[src/rtl/krz_gpio_ctrl.sv]
// KRZ GPIO input controller: 2-flop sync, prescaled 3-sample debounce,
// edge capture into W1C status, Wishbone register slave.
module krz_gpio_ctrl #(
    parameter int unsigned PRESCALE = 1000
) (
    input  logic        clk,
    input  logic        rst,
    input  logic [15:0] gpio_in,
    input  logic [4:0]  wb_adr_i,
    input  logic [31:0] wb_dat_i,
    input  logic        wb_we_i,
    input  logic        wb_stb_i,
    output logic [31:0] wb_dat_o,
    output logic        wb_ack_o,
    output logic        irq
);

    localparam logic [15:0] PRESCALE_RST = PRESCALE[15:0];

    logic [15:0] s1_q, s1_d, s2_q, s2_d;
    logic [15:0] h0_q, h0_d, h1_q, h1_d, h2_q, h2_d;
    logic [15:0] data_q, data_d;
    logic [15:0] rise_en_q, rise_en_d, fall_en_q, fall_en_d;
    logic [15:0] status_q, status_d;
    logic [15:0] prescale_q, prescale_d, cnt_q, cnt_d;
    logic        ack_q, ack_d;
    logic [31:0] dat_q, dat_d;

    logic        tick, acc, wr, rd;
    logic [2:0]  sel;
    logic [15:0] same, rise, fall;

    always_comb begin
        tick = (cnt_q == prescale_q);
        acc  = wb_stb_i && !ack_q;
        wr   = acc && wb_we_i;
        rd   = acc && !wb_we_i;
        sel  = wb_adr_i[4:2];

        s1_d       = gpio_in;
        s2_d       = s1_q;
        h0_d       = h0_q;
        h1_d       = h1_q;
        h2_d       = h2_q;
        data_d     = data_q;
        rise_en_d  = rise_en_q;
        fall_en_d  = fall_en_q;
        prescale_d = prescale_q;
        cnt_d      = tick ? 16'd0 : cnt_q + 16'd1;
        ack_d      = acc;
        dat_d      = dat_q;
        same       = ~(h0_q ^ h1_q) & ~(h1_q ^ h2_q);

        if (tick) begin
            h0_d   = s2_q;
            h1_d   = h0_q;
            h2_d   = h1_q;
            data_d = (same & h0_q) | (~same & data_q);
        end

        // Enables are the pre-edge values, so a write never sets STATUS retroactively
        rise     = data_d & ~data_q & rise_en_q;
        fall     = ~data_d & data_q & fall_en_q;
        status_d = status_q;

        if (wr) begin
            case (sel)
                3'd1: rise_en_d = wb_dat_i[15:0];
                3'd2: fall_en_d = wb_dat_i[15:0];
                3'd3: status_d = status_q & ~wb_dat_i[15:0];
                3'd4: begin
                    prescale_d = wb_dat_i[15:0];
                    cnt_d      = 16'd0;
                end
                default: ;
            endcase
        end

        // New edges are OR-ed in after the clear so a same-edge set wins
        status_d = status_d | rise | fall;

        if (rd) begin
            case (sel)
                3'd0:    dat_d = {16'd0, data_q};
                3'd1:    dat_d = {16'd0, rise_en_q};
                3'd2:    dat_d = {16'd0, fall_en_q};
                3'd3:    dat_d = {16'd0, status_q};
                3'd4:    dat_d = {16'd0, prescale_q};
                default: dat_d = 32'd0;
            endcase
        end
    end

    always_ff @(posedge clk) begin
        if (rst) begin
            s1_q       <= '0;
            s2_q       <= '0;
            h0_q       <= '0;
            h1_q       <= '0;
            h2_q       <= '0;
            data_q     <= '0;
            rise_en_q  <= '0;
            fall_en_q  <= '0;
            status_q   <= '0;
            prescale_q <= PRESCALE_RST;
            cnt_q      <= '0;
            ack_q      <= 1'b0;
            dat_q      <= '0;
        end else begin
            s1_q       <= s1_d;
            s2_q       <= s2_d;
            h0_q       <= h0_d;
            h1_q       <= h1_d;
            h2_q       <= h2_d;
            data_q     <= data_d;
            rise_en_q  <= rise_en_d;
            fall_en_q  <= fall_en_d;
            status_q   <= status_d;
            prescale_q <= prescale_d;
            cnt_q      <= cnt_d;
            ack_q      <= ack_d;
            dat_q      <= dat_d;
        end
    end

    assign wb_ack_o = ack_q;
    assign wb_dat_o = dat_q;
    assign irq      = |status_q;

endmodule

[config.mk]
export PLATFORM = sky130hd
export DESIGN_NAME = krz_gpio_ctrl
export DESIGN_NICKNAME = d
export VERILOG_FILES = /design/src/rtl/krz_gpio_ctrl.sv
export SDC_FILE = /design/constraint.sdc
export NUM_CORES = 1
export LEC_CHECK = 0
export ABC_AREA = 1
export ABC_CLOCK_PERIOD_IN_PS = 3860
export BUFFER_PORTS_ARGS = -buffer_cell sky130_fd_sc_hd__clkbuf_2
export CAP_MARGIN = 25
export CORE_MARGIN = 4
export CORE_UTILIZATION = 30
export DETAILED_ROUTE_END_ITERATION = 7
export SYNTH_ARGS = -nofsm -noshare
export SYNTH_HDL_FRONTEND = slang
export SYNTH_SLANG_ARGS = --single-unit
[constraint.sdc]
create_clock -name clk -period 3.86 [get_ports clk]
set_clock_uncertainty 0.15 [all_clocks]
set_input_delay 0.386 -clock clk [delete_from_list [all_inputs] [get_ports clk]]
set_output_delay 0.386 -clock clk [all_outputs]
set_load 0.05 [all_outputs]
-- Word-level counts from Yosys, hierarchy flattened
Cells that the tools add are included.
- flip-flop bits (word level): 209
- output and inout bits: 34
- word-level logic and storage cells: 55
- muxes and demuxes: 7
- reductions and logical operators: 10
- add/subtract/negate cells: 1
- bitwise gates (word level): 19
- equality and inequality tests: 5
- operators with widths (cell ; count):
    $and 16x16->16 ; 8
    $mux 16 ; 6
    $not 16->16 ; 6
    $pmux 16 s5 ; 1
    $or 16x16->16 ; 3
    $xor 16x16->16 ; 2
    $add 16x1->16 const B ; 1
    $eq 16x16->1 ; 1
    $reduce_or 16->1 ; 1
    $eq 3x2->1 const B ; 2
    $reduce_and 2->1 ; 3
    $eq 3x1->1 const B ; 1
    $eq 3x3->1 const B ; 1
    $logic_and 1x1->1 ; 3
    $logic_not 3->1 ; 1
    $logic_not 1->1 ; 2

-- Depth between registers and ports, before layout
- depth after elaboration: 11
- gate-level depth with buffers: 12

-- Worst setup path after synthesis
Ideal clock, no wire load.
- kind: register -> register
- start point: reg ack_q (netlist: wb_ack_o)
- end point: reg cnt_q[9]
- data required time: 3.630 ns
- clock period less this slack: 1.817 ns
- library setup time: 0.080 ns
- path buffers: 1
- path slack: 2.043 ns
- stages on the path, launching flop included: 10
- arrival time: 1.587 ns
- cells stage by stage: dfxtp_1 -> inv_1 -> nand2_1 -> nor2_1 -> inv_1 -> nor2_1 -> nor2_1 -> nand2_1 -> buf_2 -> nor3b_1
- cells in the longest elaborated chain, start to end: 4
- ends and longest elaborated chain (element ; line ; text):
    start: declaration ; 26 ; logic ack_q, ack_d;
    start signal: assignment ; 121 ; ack_q <= ack_d;
    $logic_not 1->1 ; 35 ; acc = wb_stb_i && !ack_q;
    $logic_and 1x1->1 ; 35 ;
    $logic_and 1x1->1 ; 36 ; wr = acc && wb_we_i;
    $mux 16 ; 66 ; if (wr) begin
    end signal: assignment ; 120 ; cnt_q <= cnt_d;
    end: declaration ; 25 ; logic [15:0] prescale_q, prescale_d, cnt_q, cnt_d;
No other way between the ends.
A chain may end at the register's enable or synchronous reset.

-- Worst setup path in the final report
- start point: reg ack_q (netlist: wb_ack_o)
- end point: reg status_q[9]
- cells in the longest elaborated chain, start to end: 6
- ends and longest elaborated chain (element ; line ; text):
    $logic_not 1->1 ; 35 ;
    $logic_and 1x1->1 ; 35 ;
    $logic_and 1x1->1 ; 36 ;
    $mux 16 ; 66 ;
    $or 16x16->16 (2 in a row) ; 80 ; status_d = status_d | rise | fall;
    end signal: assignment ; 118 ; status_q <= status_d;
    end: declaration ; 24 ; logic [15:0] status_q, status_d;
No other way between the ends.

==> flow_metrics.tcl <==
set metrics [dict create \
    ys.flop_type "dfxtp_1" \
    synth_edf_count 0 \
    rsz0062_at_grt "no" \
    viasPerCell 4.70 \
    vias 7571 \
    avgSynthCellArea_um2 7.08 \
    drc_errors 0 \
    grt_pass1_vias 7245 \
    ir_drop_uv 246 \
    cp.arrival_ns 2.66 \
    cts_made_buffers 17 \
    clockBufferDepth 2 \
    finalSetupTns_ns 0 \
    rows 61 \
    insertedDiodeCount 0 \
    synthAdderAreaFrac 0.00149 \
    area_delta_synth_final_pct 14.3 \
    first_pass_iters 5 \
    worstMarginPinSlew_ns 1.04 \
    yosysUniqueCellTypes 31 \
    outcome "completed" \
    drive_above_1_share 0.0884 \
    first_iter_violations 485 \
    cpPeakStageDelay_ns 0.74 \
    clkSinkCount 193 \
    grt_pass1_wl_mm 35.8 \
    synth.area.mux_share 0 \
    coreArea_mm2 0.0277 \
    setup_viol 0 \
    clk-insertion-delay-late_ns 0.43 \
    final_min_period_over_clock_period 0.645 \
    synth_top_family_by_area "simple AND/OR/NAND/NOR gates" \
    synthArstFlopShare 0 \
    die_area_mm2 0.0308 \
    fin_crit_ns 2.49 \
    crit_path_start_kind "flop" \
    htreeDepth 4 \
    end_kind "flop" \
    dieWidth_um 175 \
    place.gp.congestion 0.851 \
    netlist.area_leader.share 0.459 \
    synth_compound_area_frac 0.192 \
    slew_violations 0 \
    r2r_slack_ns 1.37 \
    hold_viol_final 0 \
    ys.warnings.count 0 \
    cts_hold_buf 3 \
    synth-simple-area-share 0.202 \
    antenna_found_initial 0 \
    worstPathMaxFanout 16 \
    place_inst 1576 \
    dp_hpwl_mm 14.7 \
    post-synth-top-area-cell "dfxtp_1" \
    die_h_um 175 \
    grt_usage 0.143 \
    p_leak_nw 4.27 \
    ctsRootBufferMaster "clkbuf_16" \
    grt_max_degree 80 \
    cts_tree "done" \
    drt_wl_total_mm 21.8 \
    start_util 0.304 \
    portBuffers 56 \
    netlist_area_mm2 0.00841 \
    synth_cells 1188 \
    cts-resized-gates 0 \
    crit_type "flop to flop" \
    clk_pin_slew_worst_paths_ns 0.07 \
    drv_cap 0 \
    finalNetCount 1278 \
    fmax_ghz 0.402 \
    ant_nets 0 \
    crit_required_ns 4.03 \
    n_fill_cell 2983 \
    crit_chain "inv_1, nand2_1, nor2_1, nand4_1, o21ai_0, nand2_1, nand2_1, nand2_1" \
    cts_setup_buffers 0 \
    multi_input_area_mm2 0.00345 \
    grt_overflow 0 \
    wl_per_cell_um 13.5 \
    min_path_type "primary input to flop" \
    synth_seq_cells 193 \
    io_pins 91 \
    ys_seq_area_frac 0.459 \
    instances_no_fill 1611 \
    synth-xor-area-share 0.00625 \
    crit_top_cell "nand2_1" \
    slew_headroom 0.305 \
    critical-path-slowest-cell "nand4_1" \
    power_per_cell_area_mw_per_mm2 438 \
    yosys-top-cells-area "dfxtp_1, nand2_1, inv_1" \
    regArea_mm2 0.00386 \
]
cell usage after synthesis, drive strengths merged, types with 5 or more instances:
| cell | instances |
|---|---|
| a21oi | 131 |
| buf | 36 |
| clkbuf | 37 |
| dfxtp | 193 |
| inv | 203 |
| nand2 | 213 |
| nand3 | 56 |
| nand4 | 20 |
| nor2 | 81 |
| nor3 | 23 |
| nor4 | 5 |
| o211ai | 15 |
| o21ai | 145 |
| o22ai | 15 |
| xor2 | 5 |
area by class of cell:
cell class | instances | share of cell area
clock buffer | 20 | 0.0465
clock inverter | 12 | 0.0213
inverter | 203 | 0.0792
multi-input combinational | 734 | 0.359
sequential | 193 | 0.402
tap | 378 | 0.0492
timing repair buffer | 71 | 0.0429
cells by family (layout without fill, tap and decap cells):
| group | count (synthesis) | count (layout) |
|---|---|---|
| and+or+nand+nor | 401 | 401 |
| AOI/OAI and AO/OA | 310 | 310 |
| buffers and inverters | 276 | 306 |
| DFF | 193 | 193 |
| xor gates and xnor gates | 6 | 6 |
| adders and majority gates | 1 | 1 |
| other | 1 | 16 |
final timing paths:
| kind | from | endpoint | cells past startpoint |
|---|---|---|---|
| worst min register to register | s1_q[15] | s2_q[15] | 2 |
| worst max-delay path | wb_ack_o | status_q[9] | 8 |
| worst min-delay path | gpio_in[9] | s1_q[9] | 3 |
| worst max register to register | wb_ack_o | status_q[9] | 8 |
power by group:
group	total [mW]	internal [mW]	switching, mW	leakage, nW
Combinational	0.216	0.0542	0.161	2.40
Sequential	2.03	2.02	0.0126	1.56
Clock	1.96	1.17	0.785	0.305
Total	4.21	3.25	0.959	4.27
cell usage in the layout, fill, tap and decap left out, drive strengths merged, types with 2 or more instances in the layout:
cell type,netlist,layout
inv,203,205
nand4,20,20
nand3,56,56
bufinv,0,5
dfxtp,193,193
o22ai,15,15
a31oi,2,2
clkbuf,37,76
dlygate4sd3,0,3
xor2,5,5
conb,1,16
o21ai,145,145
nand2,213,213
nor4,5,5
nor2,81,81
clkinvlp,0,4
a21oi,131,131
buf,36,12
nor3b,2,2
o211ai,15,15
nor3,23,23
layer usage:
layer / vias to the layer above / global-route usage / wire length, um
met1: 3492 / 0.181 / 9800
met4: 0 / 0.0513 / 480
met5: - / 0 / 0
met2: 189 / 0.246 / 10600
met3: 37 / 0.0239 / 866
li1: 3853 / - / -
stage by stage:
stage               area [um2]  utilization  power (mW)  setup WS (ns)  hold WS (ns)
floorplan                 8470            -        2.24           2.04         0.238
global placement          8930        0.322        2.29           1.48         0.241
detailed placement        8930        0.322        2.29           1.41         0.245
CTS                       9620        0.347        4.25           1.45      0.000242
global route              9620        0.347        4.35           1.11        0.0199
finish                    9620        0.347        4.21           1.37       0.00125
worst max-delay path: cells and delay by family (launching register included):
kind	cells	cell delay [ns]
flops	1	0.31
compound gates	1	0.55
simple gates	6	1.32
buf+inv	1	0.05
Note: power is estimated with default switching activity, not from simulation.
